--- src/rtl/mem_loader_19bit_if.sv ---
// Byte-stream input and memory-write/status bundle for the program loader.
// The loader sits on the slave side; the byte source and memory/CPU observer on the master side.
interface mem_loader_19bit_if #(
  parameter int ADDR_W = 12,
  parameter int DATA_W = 19
);
  logic [7:0]        IN_DATA;
  logic              IN_VALID;
  logic              IN_READY;
  logic [ADDR_W-1:0] MEM_ADDR;
  logic [DATA_W-1:0] MEM_DATA;
  logic              MEM_WR;
  logic              CPU_HOLD;
  logic              LOAD_DONE;
  logic              LOAD_ERR;
  logic [ADDR_W-1:0] WORDS_WRITTEN;

  modport slave (
    input  IN_DATA, IN_VALID,
    output IN_READY, MEM_ADDR, MEM_DATA, MEM_WR,
    output CPU_HOLD, LOAD_DONE, LOAD_ERR, WORDS_WRITTEN
  );

  modport master (
    output IN_DATA, IN_VALID,
    input  IN_READY, MEM_ADDR, MEM_DATA, MEM_WR,
    input  CPU_HOLD, LOAD_DONE, LOAD_ERR, WORDS_WRITTEN
  );
endinterface

--- src/rtl/mem_loader_19bit.sv ---
// Framed byte-serial loader into the 4K x 19 main memory; MEM_WR fires the cycle after each B2 byte.
// IN_READY is a Moore output of the FSM and drops only in the WRITE and DONE cycles.
module mem_loader_19bit #(
  parameter int         ADDR_W    = 12,
  parameter int         DATA_W    = 19,
  parameter logic [7:0] SYNC_BYTE = 8'hA5
) (
  input logic               CLK,
  input logic               RST,
  mem_loader_19bit_if.slave bus
);

  typedef enum logic [3:0] {
    IDLE, A_LO, A_HI, C_LO, C_HI, W0, W1, W2, WRITE, CHK, DONE
  } state_t;

  state_t            state, nxt_state;
  logic              acc;
  logic              in_ready, mem_wr, cpu_hold, load_done;
  logic [ADDR_W-1:0] addr, cnt, cnt_next, wr_addr, words;
  logic [DATA_W-1:0] wr_data;
  logic [7:0]        csum, b0, b1;
  logic              load_err;

  assign acc      = bus.IN_VALID && in_ready;
  assign cnt_next = ADDR_W'({bus.IN_DATA, cnt[7:0]});

  always_ff @(posedge CLK or posedge RST) begin
    if (RST) state <= IDLE;
    else     state <= nxt_state;
  end

  always_comb begin
    nxt_state = state;
    case (state)
      IDLE:  if (acc && bus.IN_DATA == SYNC_BYTE) nxt_state = A_LO;
      A_LO:  if (acc) nxt_state = A_HI;
      A_HI:  if (acc) nxt_state = C_LO;
      C_LO:  if (acc) nxt_state = C_HI;
      C_HI:  if (acc) nxt_state = (cnt_next != '0) ? W0 : CHK;
      W0:    if (acc) nxt_state = W1;
      W1:    if (acc) nxt_state = W2;
      W2:    if (acc) nxt_state = WRITE;
      // cnt still includes the word being written this cycle
      WRITE: nxt_state = (cnt > ADDR_W'(1)) ? W0 : CHK;
      CHK:   if (acc) nxt_state = (bus.IN_DATA == csum) ? DONE : IDLE;
      DONE:  nxt_state = IDLE;
      default: nxt_state = IDLE;
    endcase
  end

  always_comb begin
    in_ready  = 1'b0;
    mem_wr    = 1'b0;
    cpu_hold  = 1'b0;
    load_done = 1'b0;
    case (state)
      IDLE: in_ready = 1'b1;
      A_LO, A_HI, C_LO, C_HI, W0, W1, W2, CHK: begin
        in_ready = 1'b1;
        cpu_hold = 1'b1;
      end
      WRITE: begin
        mem_wr   = 1'b1;
        cpu_hold = 1'b1;
      end
      DONE: load_done = 1'b1;
      default: ;
    endcase
  end

  always_ff @(posedge CLK or posedge RST) begin
    if (RST) begin
      addr     <= '0;
      cnt      <= '0;
      csum     <= '0;
      b0       <= '0;
      b1       <= '0;
      wr_addr  <= '0;
      wr_data  <= '0;
      words    <= '0;
      load_err <= 1'b0;
    end else begin
      case (state)
        IDLE: if (acc && bus.IN_DATA == SYNC_BYTE) begin
          csum     <= '0;
          words    <= '0;
          load_err <= 1'b0;
        end
        A_LO: if (acc) addr <= ADDR_W'(bus.IN_DATA);
        A_HI: if (acc) addr <= ADDR_W'({bus.IN_DATA, addr[7:0]});
        C_LO: if (acc) cnt <= ADDR_W'(bus.IN_DATA);
        C_HI: if (acc) cnt <= cnt_next;
        W0:   if (acc) b0 <= bus.IN_DATA;
        W1:   if (acc) b1 <= bus.IN_DATA;
        // latch the write port here so it stays put after addr advances
        W2: if (acc) begin
          wr_addr <= addr;
          wr_data <= DATA_W'({bus.IN_DATA, b1, b0});
        end
        WRITE: begin
          addr  <= addr + ADDR_W'(1);
          words <= words + ADDR_W'(1);
          cnt   <= cnt - ADDR_W'(1);
        end
        CHK: if (acc && bus.IN_DATA != csum) load_err <= 1'b1;
        default: ;
      endcase

      if (acc && state inside {A_LO, A_HI, C_LO, C_HI, W0, W1, W2})
        csum <= csum ^ bus.IN_DATA;
    end
  end

  assign bus.IN_READY      = in_ready;
  assign bus.MEM_WR        = mem_wr;
  assign bus.CPU_HOLD      = cpu_hold;
  assign bus.LOAD_DONE     = load_done;
  assign bus.MEM_ADDR      = wr_addr;
  assign bus.MEM_DATA      = wr_data;
  assign bus.LOAD_ERR      = load_err;
  assign bus.WORDS_WRITTEN = words;

endmodule

--- src/flat_wrapper.sv ---
// flat-port wrapper written by rule: the top's interface ports become plain ports
module mem_loader_19bit_flat 
#(
  parameter int         ADDR_W    = 12,
  parameter int         DATA_W    = 19,
  parameter logic [7:0] SYNC_BYTE = 8'hA5
)
  (CLK, RST, bus_IN_DATA, bus_IN_VALID, bus_IN_READY, bus_MEM_ADDR, bus_MEM_DATA, bus_MEM_WR, bus_CPU_HOLD, bus_LOAD_DONE, bus_LOAD_ERR, bus_WORDS_WRITTEN);
  mem_loader_19bit_if #(.ADDR_W(ADDR_W), .DATA_W(DATA_W)) bus_i ();
  input logic CLK;
  input logic RST;
  input wire logic [$bits(bus_i.IN_DATA)-1:0] bus_IN_DATA;
  input wire logic [$bits(bus_i.IN_VALID)-1:0] bus_IN_VALID;
  output wire logic [$bits(bus_i.IN_READY)-1:0] bus_IN_READY;
  output wire logic [$bits(bus_i.MEM_ADDR)-1:0] bus_MEM_ADDR;
  output wire logic [$bits(bus_i.MEM_DATA)-1:0] bus_MEM_DATA;
  output wire logic [$bits(bus_i.MEM_WR)-1:0] bus_MEM_WR;
  output wire logic [$bits(bus_i.CPU_HOLD)-1:0] bus_CPU_HOLD;
  output wire logic [$bits(bus_i.LOAD_DONE)-1:0] bus_LOAD_DONE;
  output wire logic [$bits(bus_i.LOAD_ERR)-1:0] bus_LOAD_ERR;
  output wire logic [$bits(bus_i.WORDS_WRITTEN)-1:0] bus_WORDS_WRITTEN;
  assign bus_i.IN_DATA = bus_IN_DATA;
  assign bus_i.IN_VALID = bus_IN_VALID;
  assign bus_IN_READY = bus_i.IN_READY;
  assign bus_MEM_ADDR = bus_i.MEM_ADDR;
  assign bus_MEM_DATA = bus_i.MEM_DATA;
  assign bus_MEM_WR = bus_i.MEM_WR;
  assign bus_CPU_HOLD = bus_i.CPU_HOLD;
  assign bus_LOAD_DONE = bus_i.LOAD_DONE;
  assign bus_LOAD_ERR = bus_i.LOAD_ERR;
  assign bus_WORDS_WRITTEN = bus_i.WORDS_WRITTEN;
  mem_loader_19bit #(.ADDR_W(ADDR_W), .DATA_W(DATA_W), .SYNC_BYTE(SYNC_BYTE)) u_core (.CLK(CLK), .RST(RST), .bus(bus_i));
endmodule
--- config.mk ---
export PLATFORM = sky130hd
export DESIGN_NAME = mem_loader_19bit_flat
export DESIGN_NICKNAME = d
export VERILOG_FILES = /design/src/rtl/mem_loader_19bit_if.sv /design/src/rtl/mem_loader_19bit.sv /design/src/flat_wrapper.sv
export SDC_FILE = /design/constraint.sdc
export NUM_CORES = 1
export LEC_CHECK = 0
export BUFFER_PORTS_ARGS = -buffer_cell sky130_fd_sc_hd__buf_2
export CAP_MARGIN = 20
export CORE_ASPECT_RATIO = 1.2
export CORE_MARGIN = 4
export CORE_UTILIZATION = 63
export CTS_CLUSTER_DIAMETER = 120
export DETAILED_ROUTE_END_ITERATION = 10
export HOLD_SLACK_MARGIN = 0.1
export PLACE_DENSITY = 0.84
export REMOVE_ABC_BUFFERS = 1
export SLEW_MARGIN = 5
export SYNTH_ARGS = -nofsm -noshare
export SYNTH_HDL_FRONTEND = slang
export SYNTH_SLANG_ARGS = --single-unit
--- constraint.sdc ---
create_clock -name CLK -period 6.17 [get_ports CLK]
set_input_delay 0.617 -clock CLK [delete_from_list [all_inputs] [get_ports CLK]]
set_output_delay 0.617 -clock CLK [all_outputs]
set_load 0.01 [all_outputs]
# [After elaboration in Yosys (flattened, before gate mapping)]
# Cells that the tools add are included.
[word_totals] inputBits=11 output_inout_bits=48 wordCells=99 reg_bits=96
[op_classes] n_eq_ne=23 addsub=3 n_reduce_logical=28 bitwise_logic=3 order_cmp=1 muxes=29
[op_table] cell="$pmux W12 S3" count=2
[op_table] cell="$mux W4" count=12
[op_table] cell="$pmux W4 S10" count=1
[op_table] cell="$mux W12" count=3
[op_table] cell="$add A12 B1 Y12 const B" count=2
[op_table] cell="$mux W8" count=3
[op_table] cell="$pmux W12 S2" count=1
[op_table] cell="$ne A2 B1 Y1 const B" count=10
[op_table] cell="$reduce_or A9 Y1" count=2
[op_table] cell="$eq A4 B3 Y1 const B" count=4
[op_table] cell="$reduce_and A3 Y1" count=5
[op_table] cell="$eq A4 B4 Y1 const B" count=3
[op_table] cell="$gt A12 B1 Y1 const B" count=1
[op_table] cell="$reduce_bool A12 Y1" count=1
[op_table] cell="$reduce_bool A2 Y1" count=6
[op_table] cell="$sub A12 B1 Y12 const B" count=1
[op_table] cell="$reduce_and A2 Y1" count=5
[op_table] cell="$reduce_and A9 Y1" count=1
[op_table] cell="$eq A4 B2 Y1 const B" count=2
[op_table] cell="$eq A8 B8 Y1" count=1
[op_table] cell="$eq A8 B8 Y1 const B" count=1
[op_table] cell="$ne A8 B8 Y1" count=1
[op_table] cell="$xor A8 B8 Y8" count=1
[op_table] cell="$reduce_bool A7 Y1" count=1
[op_table] cell="7 further kinds" count=17

# [Depth between registers and ports, before layout]
# Gate-level depths: netlist of run 1.
[logic_depth] ltp_word=8 depth_mapped=7 ltp_nobuf=6

# [Worst setup path before layout of run 1]
# OpenSTA, ideal clock, no wires.
[synth_timing] path_type="in2reg" start="input port bus_IN_DATA[3]" end="register u_core.load_err (netlist: u_core.bus.LOAD_ERR)" stages=5 path_buffers=2 t_required_ns=6.048 t_arrival_ns=1.963 slack_ns=4.085 setup_time_ns=0.122 path_cell_list="clkbuf_1 > or2_2 > or4_1 > buf_2 > a32o_1"
[synth_via] elab_chain_cells=4 word_cells_on_any_way=7 cone_classes="eq/ne: 4; reduce/logical: 3"
[synth_rtl] item="from (decl)" line_no="flat_wrapper.sv:12" source="input wire logic [$bits(bus_i.IN_DATA)-1:0] bus_IN_DATA;"
[synth_rtl] item="$ne A8 B8 Y1 or $eq A8 B8 Y1 (tied branches)" line_no="mem_loader_19bit.sv:106, mem_loader_19bit.sv:85"
[synth_rtl] item="$logic_and A1 B1 Y1, on equally long branches" line_no="mem_loader_19bit.sv:106, mem_loader_19bit.sv:85"
[synth_rtl] item="$ne A2 B1 Y1 (no line)"
[synth_rtl] item="$reduce_and A3 Y1 (no line) *"
[synth_rtl] item="to (signal assigned)" line_no="mem_loader_19bit.sv:82" source="load_err <= 1'b0;"
[synth_rtl] item="to (signal assigned)" line_no="mem_loader_19bit.sv:88" source="load_err <= 1'b0;"
[synth_rtl] item="to (signal assigned)" line_no="mem_loader_19bit.sv:106" source="CHK: if (acc && bus.IN_DATA != csum) load_err <= 1'b1;"
[synth_rtl] item="to (decl)" line_no="mem_loader_19bit.sv:23" source="logic load_err;"
# Mark *: on every way between the ends. The rest lies on a longest branch, timed or not.
# A chain may end at the register's enable or synchronous reset.

# [Worst setup path in the final report of run 1]
[layout_timing] start="register u_core.state[0]" end="output port bus_MEM_WR"
[layout_via] elab_chain_cells=2
[layout_rtl] item="from (decl)" line_no="mem_loader_19bit.sv:17" source="state_t state, nxt_state;"
[layout_rtl] item="from (signal assigned)" line_no="mem_loader_19bit.sv:30" source="else state <= nxt_state;"
[layout_rtl] item="$eq A4 B4 Y1" line_no="mem_loader_19bit.sv:57" source="case (state)"
[layout_rtl] item="$mux W1" line_no="mem_loader_19bit.sv:57"
[layout_rtl] item="to (decl)" line_no="flat_wrapper.sv:17" source="output wire logic [$bits(bus_i.MEM_WR)-1:0] bus_MEM_WR;"
# No other way between the ends.

==> results of run 1 <==
worst max-delay path by stage:
stage	slack, ns	end
2_1_floorplan	3.05	u_core.addr[0]
3_3_place_gp	3.31	u_core.cnt[6]
6_report	3.37	bus_MEM_WR
4_1_cts	2.88	bus_MEM_WR
5_1_grt	3.27	bus_MEM_WR
3_5_place_dp	3.20	u_core.cnt[6]
cell usage after synthesis, types with 3 or more instances:
cell type	number	share of area, %
dfrtp_1	96	49
mux2_2	47	11
nor2_1	29	2.2
nand2_1	24	1.8
o21ai_0	24	2.4
a21oi_1	22	2.2
clkbuf_1	20	1.5
nand3_1	16	1.6
a22o_1	15	2.7
nor2b_1	12	1.5
inv_1	8	0.61
nor4_1	8	1.0
buf_2	7	0.71
nor3_1	7	0.71
o31ai_1	7	1.1
mux2i_1	6	1.2
nand4_1	6	0.76
xor2_1	6	1.1
and2_1	5	0.63
ha_1	5	1.3
nand2b_1	5	0.63
o211ai_1	5	0.76
o21a_1	5	0.76
o22ai_1	5	0.63
or4_1	5	0.76
or3_1	4	0.51
a31oi_1	3	0.38
and3_1	3	0.38
nor4b_1	3	0.53
o22a_1	3	0.53
o311ai_0	3	0.53
where the power goes:
part           leakage (nW)  total [mW]  internal, mW  switching, mW
Sequential             1.22        1.11         0.866          0.240
Clock                0.0940       0.392         0.155          0.236
Combinational          1.18       0.811         0.394          0.417
layer usage:
| layer | vias to the layer above | part of all wire [%] | global-route usage (%) |
|---|---|---|---|
| met3 | 24 | 5.1 | 4.732 |
| met2 | 128 | 49 | 39.38 |
| met4 | 0 | 2.0 | 7.235 |
| li1 | 1813 | - | - |
| met1 | 1921 | 44 | 35.57 |
| met5 | - | 0 | 0 |
cell families after synthesis:
| logic type | share of synthesized area, % |
|---|---|
| AOI/OAI and AO/OA | 15.97 |
| buffers and inverters | 3.269 |
| and+or+nand+nor | 17.66 |
| DFF | 48.66 |
| xor gates and xnor gates | 1.242 |
| muxes | 11.94 |
| adders and majority gates | 1.267 |
registers in the layout, indices dropped and copies added (netlist names):
signal	cells
u_core.csum	8
u_core.bus.MEM_DATA	19
u_core.b1	8
u_core.bus.MEM_ADDR	12
u_core.bus.LOAD_ERR	1
u_core.state	4
u_core.cnt	12
u_core.bus.WORDS_WRITTEN	12
u_core.addr	12
u_core.b0	8
stage by stage:
| stage | cells | hold slack [ns] | setup slack (ns) |
|---|---|---|---|
| after floorplan | 435 | 0.4750 | 3.048 |
| after global placement | 588 | 0.4555 | 3.306 |
| after detailed placement | 588 | 0.4626 | 3.200 |
| after CTS | 604 | 0.3592 | 2.878 |
| after global routing | 605 | 0.3950 | 3.268 |
| final | 605 | 0.3436 | 3.368 |
cell type report:
type / count / share of cell area [%]
Sequential cell: 96 / 44.01
Inverter: 9 / 0.7334
Timing Repair Buffer: 62 / 6.234
Clock buffer: 9 / 2.269
Clock inverter: 7 / 1.123
Multi-Input combinational cell: 330 / 43.53
Tap cell: 92 / 2.109
==> run summary, run 1 <==
Worst setup SP type - flop
Power Density - 422.9 mW/mm2
DR vias - 3886
Flip-flop and latch count after synthesis - 96
ANT nets after route - 0
CTS clk-pin slew, worst paths - 0.10 ns
Final Setup Violations - 0
Reg area - 0.002402 mm2
Ys async rst share - 100.0%
Most used DFF post-synth - dfrtp_1
Post-CTS Setup Inserts - 0
DR iter-0 viols - 350
Die span in x - 88.81 um
Final Hold Viols - 0
Vias in the first global route - 3831
Mean Syn Cell Area - 10.62 um2
DIE AREA - 0.009323 mm2
Crit Path Class - flop to output pin
Most common cell after layout, fill and taps aside - dfrtp_1
Post-CTS sizing - 0
I/O pins - 59
DRT Wirelength - 11230 um
Bufs and invs on worst path - 2
DRT Pass-1 Iters - 5
Ant. Diodes - 0
Critical path depth - 3
Placed cell area - 0.005246 mm2
Final slew viol count - 0
Number of CTS-inserted buffers - 9
LEAKAGE - 2.496 nW
Layout Nets - 524
Final Cell Area - 0.005459 mm2
Unrepaired setup endpoints after global routing - false
CP Data Required Time - 5.55 ns
Hold buffers post-CTS - 0
Clock sink count - 96
Crit-path slowest cell - or4b_1
Setup Skew - 0.01114 ns
CP cell instances - or4b_1 -> inv_6 -> buf_2
Worst EP arrival - 2.18 ns
Fin Setup TNS - 0 ns
Utilization after layout - 71.23%
IR drop worst, VDD - 0.2877 mV
CP delay by family, top - simple AND/OR/NAND/NOR gates
Hpwl dp - 7684 um
First-pass GRT wire length - 18580 um
DRC viols - 0
Area grow syn2layout - 10.57%
Worst setup EP type - output pin
Critical path's largest stage delay - 0.78 ns
Max-cap violations - 0
Clk buf depth - 2
Setup crit start - u_core.state[0]
Worst-margin pin slew - 0.8130 ns
DIE HEIGHT - 105.0 um
All-Layer GR Usage - 25.19%
Yosys warns - 0
Hold Path Class - primary input to async pin
CTS tree - built
Achievable Freq - 0.3569 GHz
Post-synthesis instance total - 465
Routed len/inst - 18.55 um
Initial core utilization - 64.42%
Status - complete, no violations
Min cycle time layout - 2.802 ns
Buffers on Ports - 58
Core Area - 0.007664 mm2
Multi-input logic area - 0.002376 mm2
Worst R2R Path Depth - 5
Root Driver - clkbuf_8
Crit-path max FO - 27
R2R Setup Slk - 3.65 ns
GPL Wtd Cong - 0.9070
Slew HR - 45.04%
Filler cell count - 564
Reg-to-reg startpoint - u_core.state[0]
Via density - 6.423
R2r endpoint - u_core.cnt[6]
Netlist cell types - 69
Rows - 35
Largest net degree at the start of global routing - 52
Proportion of layout cells with a drive suffix above 1 - 27.68%
Worst skew pair latency - 0.36 ns
Antenna violations before repair - 0
Most frequent cells in the layout - 96 x dfrtp_1, 58 x buf_2, 47 x mux2_2
# H-tree levels - 3
Remaining global-route overflow - 0
Synth Cell Area - 0.004937 mm2
Design Power - 2.308 mW
Seq/Total Area, Yosys - 48.66%
Part of the cycle the worst path needs - 45.41%
Number of synthesized flops with an enable pin - 0
(Power assumes the default switching activity.)
==> run 2, diff against run 1 <==
--- a/config.mk
+++ b/config.mk
@@ -9,11 +9,11 @@
 export CAP_MARGIN = 20
 export CORE_ASPECT_RATIO = 1.2
 export CORE_MARGIN = 4
-export CORE_UTILIZATION = 63
+export CORE_UTILIZATION = 58
 export CTS_CLUSTER_DIAMETER = 120
 export DETAILED_ROUTE_END_ITERATION = 10
 export HOLD_SLACK_MARGIN = 0.1
-export PLACE_DENSITY = 0.84
+export PLACE_DENSITY = 0.78
 export REMOVE_ABC_BUFFERS = 1
 export SLEW_MARGIN = 5
 export SYNTH_ARGS = -nofsm -noshare
==> constraint.sdc (replaced) <==
create_clock -name CLK -period 2.58 [get_ports CLK]
set_input_delay 0.258 -clock CLK [delete_from_list [all_inputs] [get_ports CLK]]
set_output_delay 0.258 -clock CLK [all_outputs]
set_load 0.01 [all_outputs]
==> run summary, run 2 (synthesis results as in run 1) <==
Number of CTS-inserted buffers - 9 (unchanged)
Initial core utilization - 60.23% (-4.2 points)
Most frequent cells in the layout - 96 x dfrtp_1, 58 x buf_2, 47 x mux2_2
LEAKAGE - 2.546 nW (+2.0%)
DRT Pass-1 Iters - 5 (unchanged)
DR vias - 3946 (+1.5%)
Proportion of layout cells with a drive suffix above 1 - 28.95% (+1.3 points)
Unrepaired setup endpoints after global routing - false
Power Density - 1007 mW/mm2 (+140%)
CP Data Required Time - 2.32 ns (-3.23 ns)
Clock sink count - 96 (unchanged)
CP cell instances - or4b_1 -> inv_6 -> buf_4 -> buf_2
Largest net degree at the start of global routing - 56 (+7.7%)
Reg area - 0.002402 mm2 (unchanged)
Buffers on Ports - 58 (unchanged)
Setup Skew - 0.006509 ns (-0.004627 ns)
Layout Nets - 536 (+2.3%)
Ant. Diodes - 0 (unchanged)
Remaining global-route overflow - 0 (unchanged)
Critical path's largest stage delay - 0.60 ns (-0.18 ns)
Part of the cycle the worst path needs - 90.61%
Worst skew pair latency - 0.38 ns (+0.02 ns)
CP delay by family, top - simple AND/OR/NAND/NOR gates
Crit-path max FO - 17 (-37%)
Final Setup Violations - 0 (unchanged)
Antenna violations before repair - 0 (unchanged)
Final slew viol count - 0 (unchanged)
CTS clk-pin slew, worst paths - 0.09 ns (about the same)
Final Hold Viols - 0 (unchanged)
DRC viols - 0 (unchanged)
I/O pins - 59 (unchanged)
Worst-margin pin slew - 0.7966 ns (-0.01637 ns)
Min cycle time layout - 2.338 ns
Filler cell count - 656 (+16%)
Largest register FFs - 19 (unchanged)
Routed len/inst - 18.34 um (-1.2%)
Most common cell after layout, fill and taps aside - dfrtp_1
Crit-path slowest cell - or4b_1
DRT Wirelength - 11720 um (+4.4%)
Fin Setup TNS - 0 ns (unchanged)
Vias in the first global route - 3991 (+4.2%)
GPL Wtd Cong - 0.9962 (+9.8%)
Post-CTS sizing - 0 (unchanged)
Area grow syn2layout - 12.82%
DIE AREA - 0.01006 mm2 (+7.9%)
Clk buf depth - 2 (unchanged)
Worst EP arrival - 2.08 ns (-0.10 ns)
ANT nets after route - 0 (unchanged)
DR iter-0 viols - 286 (-18%)
Die span in x - 92.23 um (+3.8%)
Status - complete, no violations
Rows - 36 (+2.9%)
Slew HR - 46.15% (+1.1 points)
First-pass GRT wire length - 19610 um (+5.5%)
Via density - 6.175 (-3.9%)
Max-cap violations - 0 (unchanged)
CTS tree - built
Hold Path Class - primary input to flop
Root Driver - clkbuf_8
DIE HEIGHT - 109.1 um (+3.9%)
# H-tree levels - 3 (unchanged)
Achievable Freq - 0.4278 GHz
Design Power - 5.608 mW (+140%)
IR drop worst, VDD - 0.5732 mV (+99%)
Worst setup SP type - flop
Core Area - 0.008198 mm2 (+7.0%)
Crit Path Class - flop to output pin
R2R Setup Slk - 0.39 ns (-3.26 ns)
Multi-input logic area - 0.002376 mm2 (unchanged)
Bufs and invs on worst path - 3 (+1)
Hpwl dp - 8130 um (+5.8%)
Worst setup EP type - output pin
All-Layer GR Usage - 24.99% (-0.20 points)
Min Hold Slack - 0.2864 ns (-0.05719 ns)
==> run 2: worst reg2reg max path: cells and delay by family (launching register included) <==
| kind | cells | cell delay, ns |
|---|---|---|
| AOI/OAI and AO/OA | 2 | 0.61 |
| buffers and inverters | 1 | 0.20 |
| DFF | 1 | 0.56 |
| and+or+nand+nor | 2 | 0.72 |
==> run 2: through the flow <==
step | utilization [%] | area [um2] | setup slack, ns | cells
4_1_cts | 67.95 | 5570 | 0.2465 | 639
6_report | 67.95 | 5570 | 0.2423 | 639
2_1_floorplan | - | 4815 | -0.1834 | 435
3_5_place_dp | 65.58 | 5376 | 0.4250 | 622
5_1_grt | 67.95 | 5570 | 0.1578 | 639
3_3_place_gp | 65.58 | 5376 | 0.4761 | 622
==> run 2: cell type report <==
| cell class | count | share of cell area (%) |
|---|---|---|
| Sequential cell | 96 | 43.13 |
| Clock inverter | 4 | 0.5166 |
| Tap cell | 114 | 2.561 |
| Timing Repair Buffer | 74 | 7.637 |
| Multi-Input combinational cell | 330 | 42.66 |
| Clock buffer | 12 | 2.785 |
| Inverter | 9 | 0.7188 |
==> run 2: final timing paths <==
| kind | cells after the start | to | start |
|---|---|---|---|
| setup reg to reg | 5 | u_core.cnt[6] | u_core.state[3] |
| setup / recovery | 4 | bus_MEM_WR | u_core.state[3] |
| max in group asynchronous | 4 | u_core.addr[6] | RST |
| hold reg to reg | 1 | u_core.bus.WORDS_WRITTEN[11] | u_core.bus.WORDS_WRITTEN[11] |
| min in group asynchronous | 3 | u_core.bus.MEM_DATA[2] | RST |
| hold / removal | 3 | u_core.state[1] | bus_IN_VALID |
==> run 2: timing repair <==
item / in CTS / in global routing
hold buffers: 1 / 0
endpoints found under the hold margin: 41 / 0
buffers inserted: 0 / 0
==> run 2: routing by layer <==
| metal | vias up | global-route usage (%) | share of wire [%] |
|---|---|---|---|
| met4 | 0 | 14.65 | 3.8 |
| met3 | 36 | 3.451 | 5.4 |
| met2 | 140 | 41.44 | 48 |
| met1 | 1936 | 31.46 | 43 |
| li1 | 1834 | - | - |
| met5 | - | 0 | 0 |
==> run 2: where the power goes <==
part | switching, mW | internal, mW
clock | 0.531 | 0.404
combinational | 1.08 | 0.990
sequential | 0.526 | 2.07
total | 2.14 | 3.47
==> run 3, diff against run 2 <==
--- a/config.mk
+++ b/config.mk
@@ -15,6 +15,7 @@
 export HOLD_SLACK_MARGIN = 0.1
 export PLACE_DENSITY = 0.78
 export REMOVE_ABC_BUFFERS = 1
+export SETUP_SLACK_MARGIN = 0.05
 export SLEW_MARGIN = 5
 export SYNTH_ARGS = -nofsm -noshare
 export SYNTH_HDL_FRONTEND = slang
==> constraint.sdc (replaced) <==
create_clock -name CLK -period 2.58 [get_ports CLK]
set_input_delay 0.387 -clock CLK [delete_from_list [all_inputs] [get_ports CLK]]
set_output_delay 0.387 -clock CLK [all_outputs]
set_load 0.01 [all_outputs]
==> run summary, run 3 (synthesis results as in run 1) <==
Status - complete, no violations
Die span in x - 92.23 um (unchanged)
Remaining global-route overflow - 0 (unchanged)
Final slew viol count - 0 (unchanged)
CTS tree - built
All-Layer GR Usage - 24.33% (-0.66 points)
Rows - 36 (unchanged)
Antenna violations before repair - 0 (unchanged)
DR iter-0 viols - 342 (+20%)
DRT Pass-1 Iters - 5 (unchanged)
Global Route met1 Usage - 32.27% (+0.81 points)
Largest net degree at the start of global routing - 56 (unchanged)
I/O pins - 59 (unchanged)
Area grow syn2layout - 14.72%
GR Layer Usage met2 - 39.87% (-1.6 points)
CP Data Required Time - 2.19 ns (-0.13 ns)
Achievable Freq - 0.4225 GHz (-1.2%)
Proportion of layout cells with a drive suffix above 1 - 29.57% (+0.61 points)
LEAKAGE - 2.605 nW (+2.3%)
Crit-path max FO - 16 (-1)
GPL Wtd Cong - 0.9569 (-3.9%)
Min cycle time layout - 2.367 ns (+0.02905 ns)
CTS clk-pin slew, worst paths - 0.09 ns (about the same)
Max-cap violations - 0 (unchanged)
Multi-input logic area - 0.002376 mm2 (unchanged)
IR drop worst, VDD - 0.6281 mV (+9.6%)
Core Area - 0.008198 mm2 (unchanged)
Hold Path Class - primary input to flop
Filler cell count - 663 (+1.1%)
Worst-margin pin slew - 0.7757 ns (-0.02086 ns)
Most common cell after layout, fill and taps aside - dfrtp_1
# H-tree levels - 3 (unchanged)
Vias in the first global route - 3971 (-0.50%)
Ant. Diodes - 0 (unchanged)
Reg-to-reg startpoint - u_core.state[3]
DRC viols - 0 (unchanged)
Buffers on Ports - 58 (unchanged)
Global Route met3 Usage - 3.175% (-0.28 points)
Hold Path Origin - bus_IN_VALID
Final Hold Viols - 0 (unchanged)
Clk buf depth - 2 (unchanged)
Layout Nets - 542 (+1.1%)
Most frequent cells in the layout - 96 x dfrtp_1, 58 x buf_2, 47 x mux2_2
Worst EP arrival - 1.98 ns (-0.10 ns)
Via density - 6.191 (+0.25%)
Hpwl dp - 7946 um (-2.3%)
Power Density - 1026 mW/mm2 (+1.9%)
Fin Setup TNS - 0 ns (unchanged)
Initial core utilization - 60.23% (unchanged)
Crit Path Class - flop to output pin
Reg area - 0.002402 mm2 (unchanged)
Routed len/inst - 17.76 um (-3.1%)
ANT nets after route - 0 (unchanged)
Hold path depth - 3 (unchanged)
Worst skew pair latency - 0.37 ns (about the same)
First-pass GRT wire length - 19290 um (-1.7%)
Final Cell Area - 0.005664 mm2 (+1.7%)
DIE HEIGHT - 109.1 um (unchanged)
Setup Skew - 0.01056 ns (+0.004049 ns)
Busiest grt layer - met2
Number of CTS-inserted buffers - 9 (unchanged)
Worst setup EP type - output pin
Largest register FFs - 19 (unchanged)
Setup crit start - u_core.state[3]
DRT Wirelength - 11460 um (-2.2%)
Min Hold Slack - 0.4072 ns (+0.1208 ns)
Part of the cycle the worst path needs - 91.74% (+1.1 points)
DR vias - 3993 (+1.2%)
Final Setup Violations - 0 (unchanged)
DIE AREA - 0.01006 mm2 (unchanged)
Worst setup SP type - flop
Root Driver - clkbuf_8
Placed cell area - 0.005421 mm2 (+0.84%)
Worst R2R Path Depth - 5 (unchanged)
Clock sink count - 96 (unchanged)
Unrepaired setup endpoints after global routing - false
Slew HR - 48.09% (+1.9 points)
## run 3: changes by cell type in the layout (fill, tap and decap cells not counted)
cell	before	now
clkbuf_1	1	2
clkinv_4	1	0
buf_4	14	20
clkinvlp_4	2	0
clkbuf_8	11	12
bufinv_16	0	2
clkinv_2	2	1
## run 3: area by class of cell
cell class                 count  share of cell area (%)
timing repair buffer          80                   8.306
clock buffer                  14                   3.048
clock inverter                 2                   1.060
sequential                    96                   42.41
tap                          114                   2.518
inverter                       9                  0.7069
multi-input combinational    330                   41.95
## run 3: what timing repair did
item	4_1_cts	5_1_grt
buffers inserted	0	0
hold endpoints to repair	7	0
hold buffers	1	0
gates resized for setup	0	0
## run 3: path summary, 6_finish.rpt
check | end | slack [ns]
max in group asynchronous | u_core.cnt[11] | 1.48
worst max register to register | u_core.cnt[6] | 0.27
worst max-delay path | bus_MEM_WR | 0.21
worst min-delay path | u_core.state[1] | 0.41
min in group asynchronous | u_core.bus.MEM_DATA[7] | 0.46
worst min register to register | u_core.bus.WORDS_WRITTEN[11] | 0.47
## run 3: power by group
part | internal (mW) | switching, mW
Sequential | 2.07 | 0.493
Clock | 0.627 | 0.502
Combinational | 1.02 | 1.09
Total | 3.72 | 2.09
## run 3: routing by layer
| metal | share of wire (%) | up-vias |
|---|---|---|
| li1 | - | 1849 |
| met2 | 48 | 143 |
| met5 | 0 | - |
| met3 | 5.1 | 33 |
| met4 | 3.1 | 0 |
| met1 | 44 | 1968 |
## run 3: metrics by stage
step           total power, mW  worst slack [ns]  utilization (%)  instances
2_1_floorplan            3.914           -0.3124                -        435
3_3_place_gp             4.577            0.3793            66.13        628
3_5_place_dp             4.684            0.3275            66.13        628
4_1_cts                  5.826            0.2260            69.09        645
5_1_grt                  6.213            0.1434            69.09        645
6_report                 5.812            0.2132            69.09        645
## run 3: worst max-delay path, cell delays in order (launching register included)
cell,delay (ns)
dfrtp_1,0.56
or4b_1,0.67
inv_6,0.22
buf_2,0.16
